--- src/rtl/jtag_user_regbank.sv ---
// TCK-domain command decoder and 32-bit register bank behind the JTAG user data register.
// Define JTAG_REGBANK_ERRCNT_EN to add the saturating error counter reported by NOP.
module jtag_user_regbank #(
  parameter int          NUM_REGS  = 8,
  parameter logic [31:0] RESET_VAL = 32'h0000_0000,
  parameter logic [31:0] ID_WORD   = 32'he6712945,
  parameter logic [31:0] BAD_READ  = 32'hDEAD_BEEF
) (
  input  logic                     tck,
  input  logic                     w_trst,
  input  logic                     user_op,
  input  logic [31:0]              user_data_out,
  output logic [31:0]              user_data_in,
  output logic                     busy,
  output logic                     wr_strobe,
  output logic [5:0]               wr_addr,
  output logic [NUM_REGS*32-1:0]   regs_o
);

  localparam logic [0:0] ST_IDLE  = 1'b0;
  localparam logic [0:0] ST_WDATA = 1'b1;

  logic [0:0]  state;
  logic [5:0]  ptr;
  logic [15:0] remaining;
  logic [31:0] regs [NUM_REGS];
  logic [1:0]  cmd;
  logic [5:0]  addr;
  logic [15:0] count;
  logic [5:0]  rd_idx;
  logic [31:0] rd_word;
  logic [7:0]  err_field;
  logic        unused_bits;

  assign cmd         = user_data_out[31:30];
  assign addr        = user_data_out[29:24];
  assign count       = user_data_out[15:0];
  assign unused_bits = ^user_data_out[23:16];

  // The 7-bit sum lets ptr wrap at 64 first and at NUM_REGS otherwise.
  function automatic logic [5:0] ptr_next(input logic [5:0] p);
    logic [6:0] n;
    n = {1'b0, p} + 7'd1;
    if (n == 7'(NUM_REGS)) n = 7'd0;
    return n[5:0];
  endfunction

  function automatic logic in_range(input logic [5:0] a);
    return ({1'b0, a} < 7'(NUM_REGS));
  endfunction

  function automatic logic [7:0] sat_inc(input logic [7:0] v);
    return (v == 8'hFF) ? v : v + 8'd1;
  endfunction

  assign rd_idx = (cmd == 2'b11) ? ptr : addr;

  always_comb begin
    rd_word = BAD_READ;
    for (int k = 0; k < NUM_REGS; k++)
      if (rd_idx == 6'(k)) rd_word = regs[k];
  end

`ifdef JTAG_REGBANK_ERRCNT_EN
  logic [7:0] err_cnt;
  logic       err_inc;
  logic       err_clr;

  assign err_inc = user_op && (((state == ST_WDATA) && !in_range(ptr)) ||
                               ((state == ST_IDLE) && cmd[1] && !in_range(rd_idx)));
  assign err_clr = user_op && (state == ST_IDLE) && (cmd == 2'b00) && (addr == 6'h3F);

  always_ff @(posedge tck or negedge w_trst) begin
    if (!w_trst)      err_cnt <= 8'h00;
    else if (err_clr) err_cnt <= 8'h00;
    else if (err_inc) err_cnt <= sat_inc(err_cnt);
  end

  assign err_field = err_cnt;
`else
  assign err_field = 8'h00;
`endif

  always_ff @(posedge tck or negedge w_trst) begin
    if (!w_trst) begin
      state        <= ST_IDLE;
      ptr          <= 6'd0;
      remaining    <= 16'd0;
      user_data_in <= ID_WORD;
      busy         <= 1'b0;
      wr_strobe    <= 1'b0;
      wr_addr      <= 6'd0;
    end else begin
      wr_strobe <= 1'b0;
      if (user_op) begin
        if (state == ST_WDATA) begin
          if (in_range(ptr)) begin
            wr_strobe <= 1'b1;
            wr_addr   <= ptr;
          end
          ptr       <= ptr_next(ptr);
          remaining <= remaining - 16'd1;
          if (remaining == 16'd1) begin
            state <= ST_IDLE;
            busy  <= 1'b0;
          end
        end else begin
          case (cmd)
            2'b00: user_data_in <= {8'hA5, 7'b0, busy, 2'b0, ptr, err_field};
            2'b01: begin
              ptr       <= addr;
              remaining <= (count == 16'd0) ? 16'd1 : count;
              state     <= ST_WDATA;
              busy      <= 1'b1;
            end
            default: begin
              user_data_in <= rd_word;
              ptr          <= ptr_next(rd_idx);
            end
          endcase
        end
      end
    end
  end

  // Register bank: written only by in-range WDATA words.
  always_ff @(posedge tck or negedge w_trst) begin
    if (!w_trst) begin
      for (int k = 0; k < NUM_REGS; k++) regs[k] <= RESET_VAL;
    end else if (user_op && (state == ST_WDATA)) begin
      for (int k = 0; k < NUM_REGS; k++)
        if (ptr == 6'(k)) regs[k] <= user_data_out;
    end
  end

  for (genvar g = 0; g < NUM_REGS; g++) begin : g_flat
    assign regs_o[32*g +: 32] = regs[g];
  end

endmodule

--- config.mk ---
export PLATFORM = sky130hd
export DESIGN_NAME = jtag_user_regbank
export DESIGN_NICKNAME = d
export VERILOG_FILES = /design/src/rtl/jtag_user_regbank.sv
export SDC_FILE = /design/constraint.sdc
export NUM_CORES = 1
export LEC_CHECK = 0
export BUFFER_PORTS_ARGS = -buffer_cell sky130_fd_sc_hd__buf_2
export CAP_MARGIN = 10
export CORE_MARGIN = 2
export CORE_UTILIZATION = 25
export DETAILED_ROUTE_END_ITERATION = 8
export HOLD_SLACK_MARGIN = 0.02
export PLACE_DENSITY = 0.43
export SYNTH_ARGS = -nofsm -noshare
export SYNTH_HDL_FRONTEND = slang
export SYNTH_SLANG_ARGS = --single-unit
--- constraint.sdc ---
create_clock -name tck -period 3.5 [get_ports tck]
set_input_delay 0 -clock tck [delete_from_list [all_inputs] [get_ports tck]]
set_output_delay 0 -clock tck [all_outputs]
set_load 0.01 [all_outputs]
# After elaboration in Yosys (flattened, before gate mapping)
# Cells that the tools add are included.
# Widths: inputs -> output; s select.
# totals
register_bits,319
input_bits,35
out_inout_bits,296
word_cells,87
# op_classes
addsub,3
order_cmp,1
n_eq_ne,21
mux,26
bitwise_logic,2
n_reduce_logical,19
# ops
op,n
$mux 32,8
$pmux 32 s2,1
$eq 6x3->1 const B,8
$mux 16,3
$eq 6x2->1 const B,4
$mux 6,4
$reduce_and 2->1,10
$eq 16x1->1 const B,1
$logic_not 16->1,1
$sub 16x1->16 const B,1
$add 6x1->7 const B,2
$eq 7x4->1 const B,2
$eq 6x1->1 const B,2
$logic_not 6->1,2
$pmux 6 s2,1
$mux 1,9
$reduce_and 3->1,3
$lt 6x4->1 const B,1
$eq 2x1->1 const B,1
$eq 2x2->1 const B,1
$logic_not 2->1,1
$ne 2x1->1 const B,1
$ne 2x2->1 const B,1
$not 1->1,2
other kinds (2),2

# Longest topological paths before layout
# Gate-level depths: netlist of run 1.
# logic_depth
depth_word,12
depth_mapped,16
ltp_nobuf,10

# Worst setup path before layout of run 1
# Ideal clock, no wire load.
# synth_path
path_kind,flip-flop to flip-flop
start,reg ptr[0]
end,reg user_data_in[30]
arrival_time_ns,3.247
required_ns,3.417
slack_ns,0.170
path_stages_with_launch,16
n_path_buf,6
path_cell_list,dfrtp_1 > clkbuf_1 > nand4b_1 > o21a_1 > buf_2 > clkbuf_1 > nand2_1 > inv_1 > ha_1 > clkbuf_1 > inv_1 > clkbuf_1 > clkbuf_1 > a21oi_1 > o22ai_1 > a221o_1
# synth_between
elab_chain_len,11
elab_cells_between_ends,18
classes_between,eq/ne: 7; mux: 10; reduce/logical: 1
# synth_rtl
element,line,source
"start, declared",24,logic [5:0] ptr;
"start signal, assigned",101,ptr <= ptr_next(ptr);
"start signal, assigned",111,ptr <= addr;
"start signal, assigned",118,ptr <= ptr_next(rd_idx);
$mux 6 (*),56,assign rd_idx = (cmd == 2'b11) ? ptr : addr;
$logic_not 6->1,61,if (rd_idx == 6'(k)) rd_word = regs[k];
$mux 32 (7 in a row),61,
$mux 32 (*),61,
$pmux 32 s2 (*),108,case (cmd)
"end signal, assigned",109,"2'b00: user_data_in <= {8'hA5, 7'b0, busy, 2'b0, ptr, err_field};"
"end signal, assigned",117,user_data_in <= rd_word;
"end, declared",13,"output logic [31:0] user_data_in,"
# Every way passes the cells marked *; elsewhere a longest branch is shown, timed or not.
# A chain may end at the register's enable or synchronous reset.

# Worst setup path after layout of run 1
# layout_path
start,reg ptr[1]
end,reg user_data_in[30]
# The elaborated chain is that of the path after synthesis.

==> results.txt, run 1 <==
The die is 252.9 microns tall. Setup violations remaining at the end of the flow were counted as 0. The total half-perimeter wirelength after legalization and detailed placement came out at 51570 microns.

The tree built by TritonCTS fans out to 319 sinks. For the finished layout, the period the worst path requires is 3.084 ns. For this run, design rule violations remaining after detail routing come to 0. The routed design has 72860 microns of wire. The startpoint of the worst register-to-register path was ptr[1]$_DFFE_PN0P_.

CTS built an H-tree with a depth of 2. The tools report the nature of the critical path endpoint as a flip-flop. The combined global-route utilization of all metal layers is 22.42%, and the clock tree skew after final layout is 0.01666 ns. After detailed routing, no signal wire sits above met4. The number of placed instances, taps included, is 2462. Pin placement for this block handled 331 I/O pins.

Setup slack closes at 0.4163 ns. The initial antenna violation count is 1, and the via count of the routed design is 13550. Across the VDD grid, the largest voltage drop is 0.0002730 V. The classification of the worst setup path was reg -> reg. Synthesis produced a netlist whose cell count is 1397. The worst hold slack across all endpoints came out at 0.1308 ns. For the total met2 wirelength after detailed routing, the log shows 32800 microns. The worst endpoint data arrival time was 3.56 ns; the buffer depth of the longest clock path was 3. Entering global routing, the biggest net connects 102 pins. Timing would allow up to 0.3243 GHz. The number of buffers added by the clock tree synthesis step was 40. Among the stages of the critical path, the cell type that occurs most often is sky130_fd_sc_hd__buf_4. In this run, distinct cell masters in the synthesized netlist total 74.

The max-slew violation count was 0. For this run, the number of standard cells in the final layout without fillers is 2566. The die is 252.9 microns wide.

For the residual antenna-violating net count after detailed routing, the log shows 0. The clock transition at the register clock pins on the worst setup and hold paths after CTS was 0.06 ns. Setup repair after global routing left no endpoint under its margin. The setup slack after placement was 0.4779 ns.

The share of the synthesized area in the top cell type works out to 49.12%. The synthesized design contains 0 enable-type register cells. The fraction of synthesis flops using an asynchronous set or reset pin came out at 100.0%.

The tools report the master cell of the clock root buffer as sky130_fd_sc_hd__clkbuf_16. In the final routing, the length of wire on met1 measures 31930 microns. For the initial standard-cell utilization of the core, the log shows 25.19%.

The clock latency on the worst-skew pair was 0.56 ns. The layout cell share with drive strength beyond 1 was 42.87%; the via count of the first global-routing pass was 13390. For this run, the slowest stage of the critical path takes 1.01 ns. Sequential elements use 51.66% of the synthesized area.

The final critical path takes up 88.11% of the cycle. The run gives 3.97 ns as the data required time of the worst path. The mean number of vias per cell works out to 5.280.

Row generation in the floorplan step produced 91 rows. The library cell used most frequently in the layout, excluding fill and tap cells, is sky130_fd_sc_hd__buf_2. The signal on the critical path passes through nand4_1 -> o21a_1 -> buf_4 -> or4b_2 -> buf_4 -> o211ai_2 -> a21oi_1 -> a221o_1. Max-cap check violation count: 0. In this run the static leakage power is 0.01000 uW. Yosys attributes the largest share of cell area to sky130_fd_sc_hd__dfrtp_1 49%, sky130_fd_sc_hd__mux2_2 18%, sky130_fd_sc_hd__nand2_1 2.7%, sky130_fd_sc_hd__dfstp_2 2.5%, sky130_fd_sc_hd__a21oi_1 2.5%.

The wire length of the first global-routing pass came out at 102700 microns. Number of search-and-repair iterations in the first detailed-routing pass: 6. Most used flip-flop cell after synthesis: sky130_fd_sc_hd__dfrtp_1. In this run the tool buffered the top-level ports with 330 buffer cells. The min-delay analysis places its worst path in the category in -> async. The detailed-route wire length per cell was 28.39 microns. The final hold violation count was 0. The warning count from the yosys run was 0.

The register bit count reported by yosys is 319, and the worst-case reg-to-reg path depth is 8. The tools report the slack of the worst reg-to-reg path as 0.42 ns. TritonCTS built the clock tree.

For the full die area, the log shows 0.06396 sq mm. STA classifies the critical path startpoint as a flip-flop. The endpoint identified for the worst register-to-register timing path is user_data_in[30]$_DFFE_PN1P_. The count of instances resized after the clock tree is built is 0, and the number of violations reported at the end of detailed-routing iteration 0 is 1055.

Setup total negative slack on the finished layout was measured at 0 ns. Critical-path maximum fanout: 14. Counting every net in the synthesized netlist gives 1439.

Global routing finished with a remaining overflow of 0. The core area came out at 0.06148 sq mm. Critical path's slowest cell: sky130_fd_sc_hd__or4b_2. Leaving out fill and tap cells, the most frequent cells in the layout are 329 x sky130_fd_sc_hd__buf_2, 304 x sky130_fd_sc_hd__dfrtp_1, 245 x sky130_fd_sc_hd__mux2_2, 111 x sky130_fd_sc_hd__nand2_1, 77 x sky130_fd_sc_hd__a21oi_1. The transition time at the pin with the least slew margin came out at 1.053 ns. The net total in the final layout is 1790. The synthesized netlist occupies a cell area of 0.01549 sq mm. The ratio of total power to cell area works out to 620.1 mW/mm^2. The average size of a mapped cell works out to 11.09 sq um.

The run finished with clean final reports. After detailed routing, the met3 layer carries 5692 microns of wire. The congestion estimate from routability-driven global placement came to 0.8825. Compared with the post-synthesis result, the final layout area differs by 29.79%.

sky130_fd_sc_hd__dfrtp_1 takes more of the synthesized area than any other cell. The worst pin sits at a relative slew slack of 29.55%.
## synthesized netlist by cell type, types with 25 or more instances
| master | count |
|---|---|
| sky130_fd_sc_hd__a21oi_1 | 77 |
| sky130_fd_sc_hd__buf_2 | 34 |
| sky130_fd_sc_hd__clkbuf_1 | 85 |
| sky130_fd_sc_hd__dfrtp_1 | 304 |
| sky130_fd_sc_hd__mux2_2 | 245 |
| sky130_fd_sc_hd__nand2_1 | 113 |
| sky130_fd_sc_hd__nand3_1 | 31 |
| sky130_fd_sc_hd__nor2_1 | 50 |
| sky130_fd_sc_hd__nor3_1 | 40 |
| sky130_fd_sc_hd__o21ai_0 | 52 |
| sky130_fd_sc_hd__o21ai_1 | 29 |
| sky130_fd_sc_hd__o22ai_1 | 25 |
## metrics by stage
step	instance area [sq um]	power [uW]	util (%)
final	20100	12470	32.70
after global routing	20100	13080	32.69
after CTS	20100	12590	32.69
after detailed placement	18410	8171	29.94
after global placement	18410	8156	29.94
after floorplan	15490	6532	-
## critical path: cells and delay by family, from the launching register on
family,cells,cell delay (ns)
AO/OA/AOI/OAI,4,0.73
buffers and inverters,2,0.50
flip-flops,1,0.56
AND/OR/NAND/NOR,2,1.20
## registers in the layout (all words and copies together), names as in the netlist
register      cells
busy              1
ptr               6
regs_o          256
remaining        16
state             1
user_data_in     32
wr_addr           6
wr_strobe         1
## worst max path at each step
stage	start	endpoint	slack, ns	cells past startpoint
after global placement	ptr[1]$_DFFE_PN0P_	user_data_in[30]$_DFFE_PN1P_	0.54	8
after floorplan	ptr[0]$_DFFE_PN0P_	user_data_in[30]$_DFFE_PN1P_	0.17	15
after global routing	ptr[1]$_DFFE_PN0P_	user_data_in[1]$_DFFE_PN0P_	0.25	7
final	ptr[1]$_DFFE_PN0P_	user_data_in[30]$_DFFE_PN1P_	0.42	8
after detailed placement	ptr[1]$_DFFE_PN0P_	user_data_in[30]$_DFFE_PN1P_	0.48	8
after CTS	ptr[1]$_DFFE_PN0P_	user_data_in[30]$_DFFE_PN1P_	0.46	8
## cell type report
| cell class | instances | area, sq um |
|---|---|---|
| Clock inverter | 8 | 142.6 |
| Tap cell | 790 | 988.4 |
| Clock buffer | 61 | 1211 |
| Multi-Input combinational cell | 922 | 6938 |
| Inverter | 21 | 78.83 |
| Timing Repair Buffer | 444 | 2740 |
| Antenna cell | 1 | 2.502 |
| Sequential cell | 319 | 8001 |
| Fill cell | 6357 | 41380 |
## routing by layer
metal / global-route usage (%) / vias up
met5: 0 / -
met4: 7.388 / 0
met3: 5.798 / 126
met2: 34.56 / 595
met1: 30.54 / 6973
li1: - / 5855
## cell families (layout without fill, tap and decap cells)
logic type               Yosys count  in the layout  synth area share, %
AO/OA/AOI/OAI                    341            341                14.75
other                              0              1                    0
flip-flops                       319            319                51.66
multiplexers                     269            269                19.42
adder cells (fa/ha/maj)            7              7               0.5654
XOR/XNOR                           1              1              0.05656
buffers and inverters            156            534                4.217
AND/OR/NAND/NOR                  304            304                9.330
## where the power goes
| part | internal (uW) | leakage (uW) | switching, uW |
|---|---|---|---|
| Combinational | 1250 | 0.00506 | 1800 |
| Sequential | 4380 | 0.00427 | 723 |
| Clock | 2660 | 0.000663 | 1650 |
## what timing repair did
item,in CTS,in global routing
endpoints found under the hold margin,355,0
hold buffers,34,0
setup buffers,0,0
Note: power is estimated with default switching activity, not from simulation.
==> inputs of run 2 (changes only) <==
Settings changed: CORE_MARGIN 2 to not set.
==> run 2 against run 1 <==
Cell area down 0.31%. Clock skew up 0.028 ns. Critical endpoint is now user_data_in[1]$_DFFE_PN0P_. Cell count down 0.62%. Largest power group unchanged. Global-route usage grew 0.18 points. Die area is 1.6% lower. Worst hold slack worse by 0.042 ns. Combinational power decreased by 2%.
==> results.txt, run 2 (synthesized netlist as in run 1, its figures left out) <==
The total half-perimeter wirelength after legalization and detailed placement was 50880 microns (-1.3%). The nature of the critical path endpoint is a flip-flop. The logs give 0.04503 ns (+0.02838 ns) for the clock tree skew after final layout and 3.97 ns (about the same) for the data required time of the worst path. The launching element type of the critical path is a flip-flop. The final hold violation count was 0 (unchanged). Most utilized layer in the global route result: met2.

The setup slack after placement was 0.4957 ns (+0.01782 ns); the number of buffers inserted by port buffering was 330 (unchanged). The run gives 103 (+0.98%) as the maximum number of pins on one net before global-route repair. For the sum of routed wire length over all layers, the log shows 72230 microns (-0.85%). The run gives 319 (unchanged) as the number of clock sinks.

The endpoint of the worst-slack reg-to-reg timing path is user_data_in[1]$_DFFE_PN0P_. The antenna diode count came out at 0 (-1). Core area: 0.06081 sq mm (-1.1%). The number of buffers added by the clock tree synthesis step came out at 40 (unchanged). The run gives 331 (unchanged) as the top-level I/O count. The run finished with clean final reports. The logs give 1778 (-0.67%) for the net total in the final layout and 2 (unchanged) for the H-tree level count.

The number of violations reported at the end of detailed-routing iteration 0 was 1025 (-2.8%); the clock transition at the register clock pins on the worst setup and hold paths after CTS was 0.07 ns (about the same). The tools report the via count of the first global-routing pass as 13590 (+1.5%). Leaving out fill and tap cells, the most frequent cells in the layout are 329 x sky130_fd_sc_hd__buf_2, 304 x sky130_fd_sc_hd__dfrtp_1, 245 x sky130_fd_sc_hd__mux2_2, 111 x sky130_fd_sc_hd__nand2_1, 76 x sky130_fd_sc_hd__a21oi_1. The logs give 12580 uW (+0.91%) for the overall power of the completed layout and 3 (unchanged) for the buffer depth of the longest clock path. Classification of the worst setup path: reg -> reg. The mean number of vias per cell was 5.255 (-0.48%). The detailed-route wire length per cell came out at 28.33 microns (-0.23%).

The logs give 0 (unchanged) for the residual antenna-violating net count after detailed routing and 0 (unchanged) for the max-cap check violation count. The standard-cell row count was 90 (-1.1%); the initial standard-cell utilization of the core was 25.47% (+0.28 points). For the worst ir drop on vdd, the log shows 0.0002925 V (+7.1%). The tools report the max-slew violation count as 0 (unchanged). TritonCTS built the clock tree.

For the slack of the worst reg-to-reg path, the log shows 0.40 ns (-0.02 ns). The root buffer cell chosen for the clock tree is sky130_fd_sc_hd__clkbuf_16. The run gives 0.3985 ns (-0.01784 ns) as the setup slack of the critical path after layout.

The fraction of met1 tracks used by global routing was 30.51% (about the same). The ratio of total power to cell area works out to 627.7 mW/mm^2 (+1.2%). The logs give 5.446% (-0.35 points) for the met3 track demand over resource in global routing and 0 (unchanged) for the total congestion overflow after global routing. The wire length of the first global-routing pass came out at 102600 microns (-0.10%).

The number of buffers inserted by post-CTS setup repair is 0 (unchanged). Leaving out fill and tap cells, the most frequent cell in the layout is sky130_fd_sc_hd__buf_2. The run gives 0.008001 sq mm (unchanged) as the footprint of the flip-flops and latches.

The tools report the worst endpoint data arrival time as 3.57 ns (about the same). The combined global-route utilization of all metal layers was 22.60% (+0.18 points). The number of setup violations in the final report was 0 (unchanged); the worst-case reg-to-reg path depth was 6 (-2).

The area occupied by multi-input gates was 0.006948 sq mm (+0.14%). Layout-stage area growth over the synthesis result: 29.39%. The full die area came out at 0.06295 sq mm (-1.6%). The final cycle utilization of the critical path works out to 88.62% (+0.51 points). The logs give 0.01830 sq mm (-0.58%) for the area of placed instances and 0.009957 uW (-0.43%) for the leakage power total. The transition time at the pin with the least slew margin came out at 1.133 ns (+0.07976 ns). The critical-path maximum fanout came out at 8 (-6). The height of the die works out to 250.9 microns (-0.79%).

The final cell area excluding filler cells is 0.02004 sq mm (-0.31%), and the via count of the routed design is 13400 (-1.1%). Setup repair after global routing left no endpoint under its margin. The maximum clock rate was 0.3224 GHz (-0.58%). The logs give 0 (unchanged) for the count of unresolved DRC violations after routing and 1 (unchanged) for the initial antenna violation count.

The flip-flop count of the largest register, all copies and words added came out at 256 (unchanged). The layout cell share with drive strength beyond 1 works out to 42.87% (about the same). The final weighted congestion in routability-driven placement was 0.8654 (-1.9%); the clock latency on the worst-skew pair was 0.58 ns (+0.02 ns). The tools report the met2 routing resource usage after global routing as 36.42% (+1.9 points).

The width of the die is 250.9 microns (-0.79%), and the setup total negative slack is 0 ns (unchanged). The tightest min-delay check is of the in -> async type. The run gives 6289 (-1.1%) as the number of filler cells placed in the layout. The tools report the startpoint of the worst register-to-register path as ptr[5]$_DFFE_PN0P_. The number of search-and-repair iterations in the first detailed-routing pass was 5 (-1).

The minimum clock period came out at 3.102 ns (+0.01784 ns). The tools report the headroom to the max-slew limit as 23.99% (-5.6 points).
==> run 2: cell count changes in the layout (fill, tap and decap cells not counted), moves of 2 or more <==
cell | previous run | this run
sky130_fd_sc_hd__clkinvlp_4 | 1 | 3
sky130_fd_sc_hd__buf_4 | 69 | 60
sky130_fd_sc_hd__clkinv_2 | 3 | 8
sky130_fd_sc_hd__clkbuf_8 | 11 | 7
sky130_fd_sc_hd__clkbuf_1 | 9 | 7
sky130_fd_sc_hd__buf_12 | 11 | 9
==> run 2: critical path, stage by stage (launching register included) <==
cell and delay [ns]:
sky130_fd_sc_hd__dfrtp_1 0.46, sky130_fd_sc_hd__nor3_1 0.58, sky130_fd_sc_hd__a32o_2 0.39, sky130_fd_sc_hd__nand2_1 0.30, sky130_fd_sc_hd__nor2_1 0.88, sky130_fd_sc_hd__a22oi_1 0.23
sky130_fd_sc_hd__o211ai_1 0.14
==> run 2: layout make-up <==
type                    count  area share, %
well taps                 782          4.882
clock buffers              56          5.856
flip-flops and latches    319          39.93
inverters                  21         0.3933
multi-input cells         922          34.67
repair buffers            432          13.09
clock inverters            18          1.186
==> run 2: metal layers <==
layer,up-vias,wire [microns]
met3,85,4525
met1,6983,32610
li1,5874,-
met5,-,0
met4,0,1381
met2,458,33720
==> run 2: how the worst max path moves through the flow <==
stage          depth (start not counted)          startpoint                      endpoint  slack, ns
3_3_place_gp                           8   user_data_out[31]   user_data_in[5]$_DFFE_PN0P_       0.57
6_report                               6  ptr[5]$_DFFE_PN0P_   user_data_in[1]$_DFFE_PN0P_       0.40
3_5_place_dp                           6  ptr[3]$_DFFE_PN0P_   user_data_in[1]$_DFFE_PN0P_       0.50
2_1_floorplan                         15  ptr[0]$_DFFE_PN0P_  user_data_in[30]$_DFFE_PN1P_       0.17
4_1_cts                                6  ptr[5]$_DFFE_PN0P_   user_data_in[1]$_DFFE_PN0P_       0.46
5_1_grt                                6  ptr[5]$_DFFE_PN0P_   user_data_in[1]$_DFFE_PN0P_       0.29
==> run 2: per-stage QoR <==
step	hold slack (ns)	util (%)	std cells
after CTS	0.06174	32.96	2550
after global placement	0.1421	30.09	2443
after floorplan	-0.2956	-	1397
after global routing	0.1211	32.96	2550
final	0.08912	32.96	2550
after detailed placement	0.1455	30.09	2443
==> run 2: power by group <==
| group | switching [uW] | leakage, uW | internal [uW] |
|---|---|---|---|
| Sequential | 746 | 0.00427 | 4380 |
| Combinational | 1760 | 0.00500 | 1220 |
| Clock | 1750 | 0.000690 | 2720 |
| Total | 4260 | 0.00996 | 8320 |
==> run 2: timing repair <==
item | in CTS | in global routing
hold buffers | 33 | 0
resized for setup | 0 | 0
endpoints found under the hold margin | 348 | 0
setup endpoints to repair | 0 | 0
==> inputs of run 3 (changes only) <==
Settings changed: CORE_UTILIZATION 25 to 40, PLACE_DENSITY 0.43 to 0.63, SKIP_LAST_GASP set to 1.
==> run 3 against run 2 <==
Count of clock-buffer cells in the layout decreased by 4. Register-to-register slack improved by 0.28 ns. Global-route usage grew 8.7 points. Cell count fell by 11%. Routed wire length shrank 15%. Critical path type unchanged. Critical endpoint is now user_data_in[3]$_DFFE_PN0P_. Largest power group unchanged.
==> results.txt, run 3 (synthesized netlist as in run 1, its figures left out) <==
For the area of placed instances, the log shows 0.01785 sq mm (-2.5%). The headroom to the max-slew limit was 26.75% (+2.8 points); the mean number of vias per cell was 6.066 (+15%). The run gives 0.03784 sq mm (-38%) as the core area.

Minimum clock period: 2.821 ns (-0.2808 ns). The flow ran to the end, and the final reports show no timing, DRC or antenna violations. For the number of search-and-repair iterations in the first detailed-routing pass, the log shows 8 (+3). Walking the worst path, the cells encountered are nor3_1 -> a32o_1 -> nand2_1 -> nor2_1 -> a22oi_1 -> o211ai_1. Number of buffers inserted by post-CTS setup repair: 0 (unchanged). TritonCTS built the clock tree.

The total congestion overflow after global routing came out at 0 (unchanged). Layout cell share with drive strength beyond 1: 42.11% (-0.77 points). The run gives 0.03511 ns (-0.009923 ns) as the clock tree skew after final layout.

Launching element type of the critical path: a flip-flop. The final hold violation count is 0 (unchanged). The tree is rooted in a sky130_fd_sc_hd__clkbuf_16. Leaving out fill and tap cells, the most frequent cell in the layout is sky130_fd_sc_hd__buf_2. The run gives 0 (unchanged) as the antenna diode count.

The final cycle utilization of the critical path works out to 80.59% (-8.0 points). The count of non-filler cells in the finished layout came out at 2266 (-11%). The critical-path maximum fanout came out at 10 (+2). For the setup slack after placement, the log shows 0.7401 ns (+0.2445 ns). The max-cap check violation count was 0 (unchanged); the detailed-route wire length per cell was 27.07 microns (-4.4%). The net total in the final layout came out at 1769 (-0.51%). The logs give 42240 microns (-17%) for the total half-perimeter wirelength after legalization and detailed placement and 0 (unchanged) for the count of unresolved DRC violations after routing. The transition time at the pin with the least slew margin was 1.095 ns (-0.03794 ns); the final weighted congestion in routability-driven placement was 0.8988 (+3.9%). The number of buffers inserted by port buffering is 330 (unchanged). The run gives 38 (-5.0%) as the number of buffers added by the clock tree synthesis step.

The run gives 0.57 ns (about the same) as the clock latency on the worst-skew pair. The sum of routed wire length over all layers was 61350 microns (-15%); the max-slew violation count was 0 (unchanged). For the initial standard-cell utilization of the core, the log shows 40.93% (+15 points).

The clock transition at the register clock pins on the worst setup and hold paths after CTS was 0.06 ns (about the same). The run gives 0.01947 sq mm (-2.8%) as the final cell area excluding filler cells. The flip-flop count of the largest register, all copies and words added came out at 256 (unchanged). Compared with the post-synthesis result, the final layout area differs by 25.73%. Setup repair after global routing left no endpoint under its margin. For the worst endpoint data arrival time, the log shows 3.29 ns (-0.28 ns).

The logs give 331 (unchanged) for the top-level I/O count and 31.31% (+8.7 points) for the combined global-route utilization of all metal layers. The tools report the initial antenna violation count as 1 (unchanged). The min-delay analysis places its worst path in the category in -> async. Maximum clock rate: 0.3545 GHz (+10%).

The height of the die works out to 198.8 microns (-21%). The tools report the via count of the first global-routing pass as 13420 (-1.2%). The number of buffers and inverters on the critical path is 0 (unchanged), and the full die area is 0.03951 sq mm (-37%). In the layout the commonest cells are 329 x sky130_fd_sc_hd__buf_2, 304 x sky130_fd_sc_hd__dfrtp_1, 245 x sky130_fd_sc_hd__mux2_2, 113 x sky130_fd_sc_hd__nand2_1, 77 x sky130_fd_sc_hd__a21oi_1.

The tools report the post-placement cell count as 2164 (-11%). The run gives 0.009850 uW (-1.1%) as the leakage power total. The logs give 1424 (+39%) for the number of violations reported at the end of detailed-routing iteration 0 and 0 ns (unchanged) for the setup total negative slack. The logs give 13750 (+2.6%) for the via count of the routed design and 2 (unchanged) for the H-tree level count. The number of clock sinks is 319 (unchanged). The delay contributed by the slowest stage of the critical path was 0.70 ns (-0.18 ns). The run gives 71 (-21%) as the standard-cell row count. The classification of the worst setup path was reg -> reg.

Broken down by cell family, the worst path's largest delay share belongs to simple AND/OR/NAND/NOR gates. Maximum number of pins on one net before global-route repair: 117 (+14%). The worst ir drop on vdd is 0.0003310 V (+13%), and the ratio of total power to cell area is 621.0 mW/mm^2 (-1.1%). The buffer depth of the longest clock path came out at 3 (unchanged). The number of setup violations in the final report is 0 (unchanged), and the width of the die is 198.8 microns (-21%). The residual antenna-violating net count after detailed routing was 0 (unchanged); the wire length of the first global-routing pass was 90610 microns (-12%). The critical path's slowest cell is sky130_fd_sc_hd__nor2_1. The worst setup path is captured at a flip-flop. The data required time of the worst path was 3.97 ns (about the same). The run gives 0.6793 ns (+0.2808 ns) as the setup slack of the critical path after layout.
run 3: cell types whose count changed in the layout (fill, tap and decap cells not counted), sizes merged:
cell | previous run | this run
dlygate4sd3 | 33 | 34
inv | 21 | 22
clkinvlp | 3 | 4
clkinv | 10 | 8
clkbuf | 56 | 52
bufinv | 5 | 3
buf | 399 | 391
run 3: final timing paths:
check,start,end,slack [ns],depth (start not counted)
setup / recovery,ptr[3]$_DFFE_PN0P_,user_data_in[3]$_DFFE_PN0P_,0.68,6
hold / removal,w_trst,remaining[6]$_DFFE_PN0P_,0.12,2
setup reg to reg,ptr[3]$_DFFE_PN0P_,user_data_in[3]$_DFFE_PN0P_,0.68,6
hold reg to reg,user_data_in[0]$_DFFE_PN1P_,user_data_in[0]$_DFFE_PN1P_,0.46,2
max in group asynchronous,w_trst,user_data_in[13]$_DFFE_PN1P_,2.39,3
min in group tck,user_data_out[20],regs_o[84]$_DFFE_PN0P_,0.31,3
run 3: worst register-to-register path: cells and delay by family, from the launching register on:
family / cells / cell delay [ns]
and+or+nand+nor: 3 / 1.49
AOI/OAI and AO/OA: 3 / 0.77
DFF: 1 / 0.50
run 3: routing by layer:
layer | wire, microns | global-route usage (%) | vias to the layer above
met5 | 13 | 0 | -
met4 | 2477 | 13.73 | 2
met3 | 5745 | 6.545 | 138
met2 | 27100 | 46.80 | 746
met1 | 26010 | 43.72 | 7024
li1 | - | - | 5836
run 3: timing repair:
| action | CTS | global route |
|---|---|---|
| endpoints found under the hold margin | 365 | 0 |
| hold buffers | 34 | 0 |
| resized for setup | 0 | 0 |
run 3: stage by stage:
step	hold slack (ns)	util [%]	total power, uW
after global placement	0.1791	47.16	7956
after CTS	0.1909	51.46	12120
after global routing	0.2291	51.46	12640
final	0.1195	51.46	12090
after floorplan	-0.2956	-	6532
after detailed placement	0.1844	47.16	8009
run 3: final cells by class:
type                    count  area (sq um)
clock inverters            16         191.4
well taps                 511         639.4
flip-flops and latches    319          8001
inverters                  21         78.83
clock buffers              52          1095
repair buffers            425          2560
fillers                  3514         18370
multi-input cells         922          6908
run 3: where the power goes:
part	internal, uW	leakage (uW)	switching [uW]	total, uW
Clock	2430	0.000623	1650	4080
Combinational	1220	0.00496	1730	2950
Sequential	4380	0.00427	687	5070
Total	8030	0.00985	4060	12100
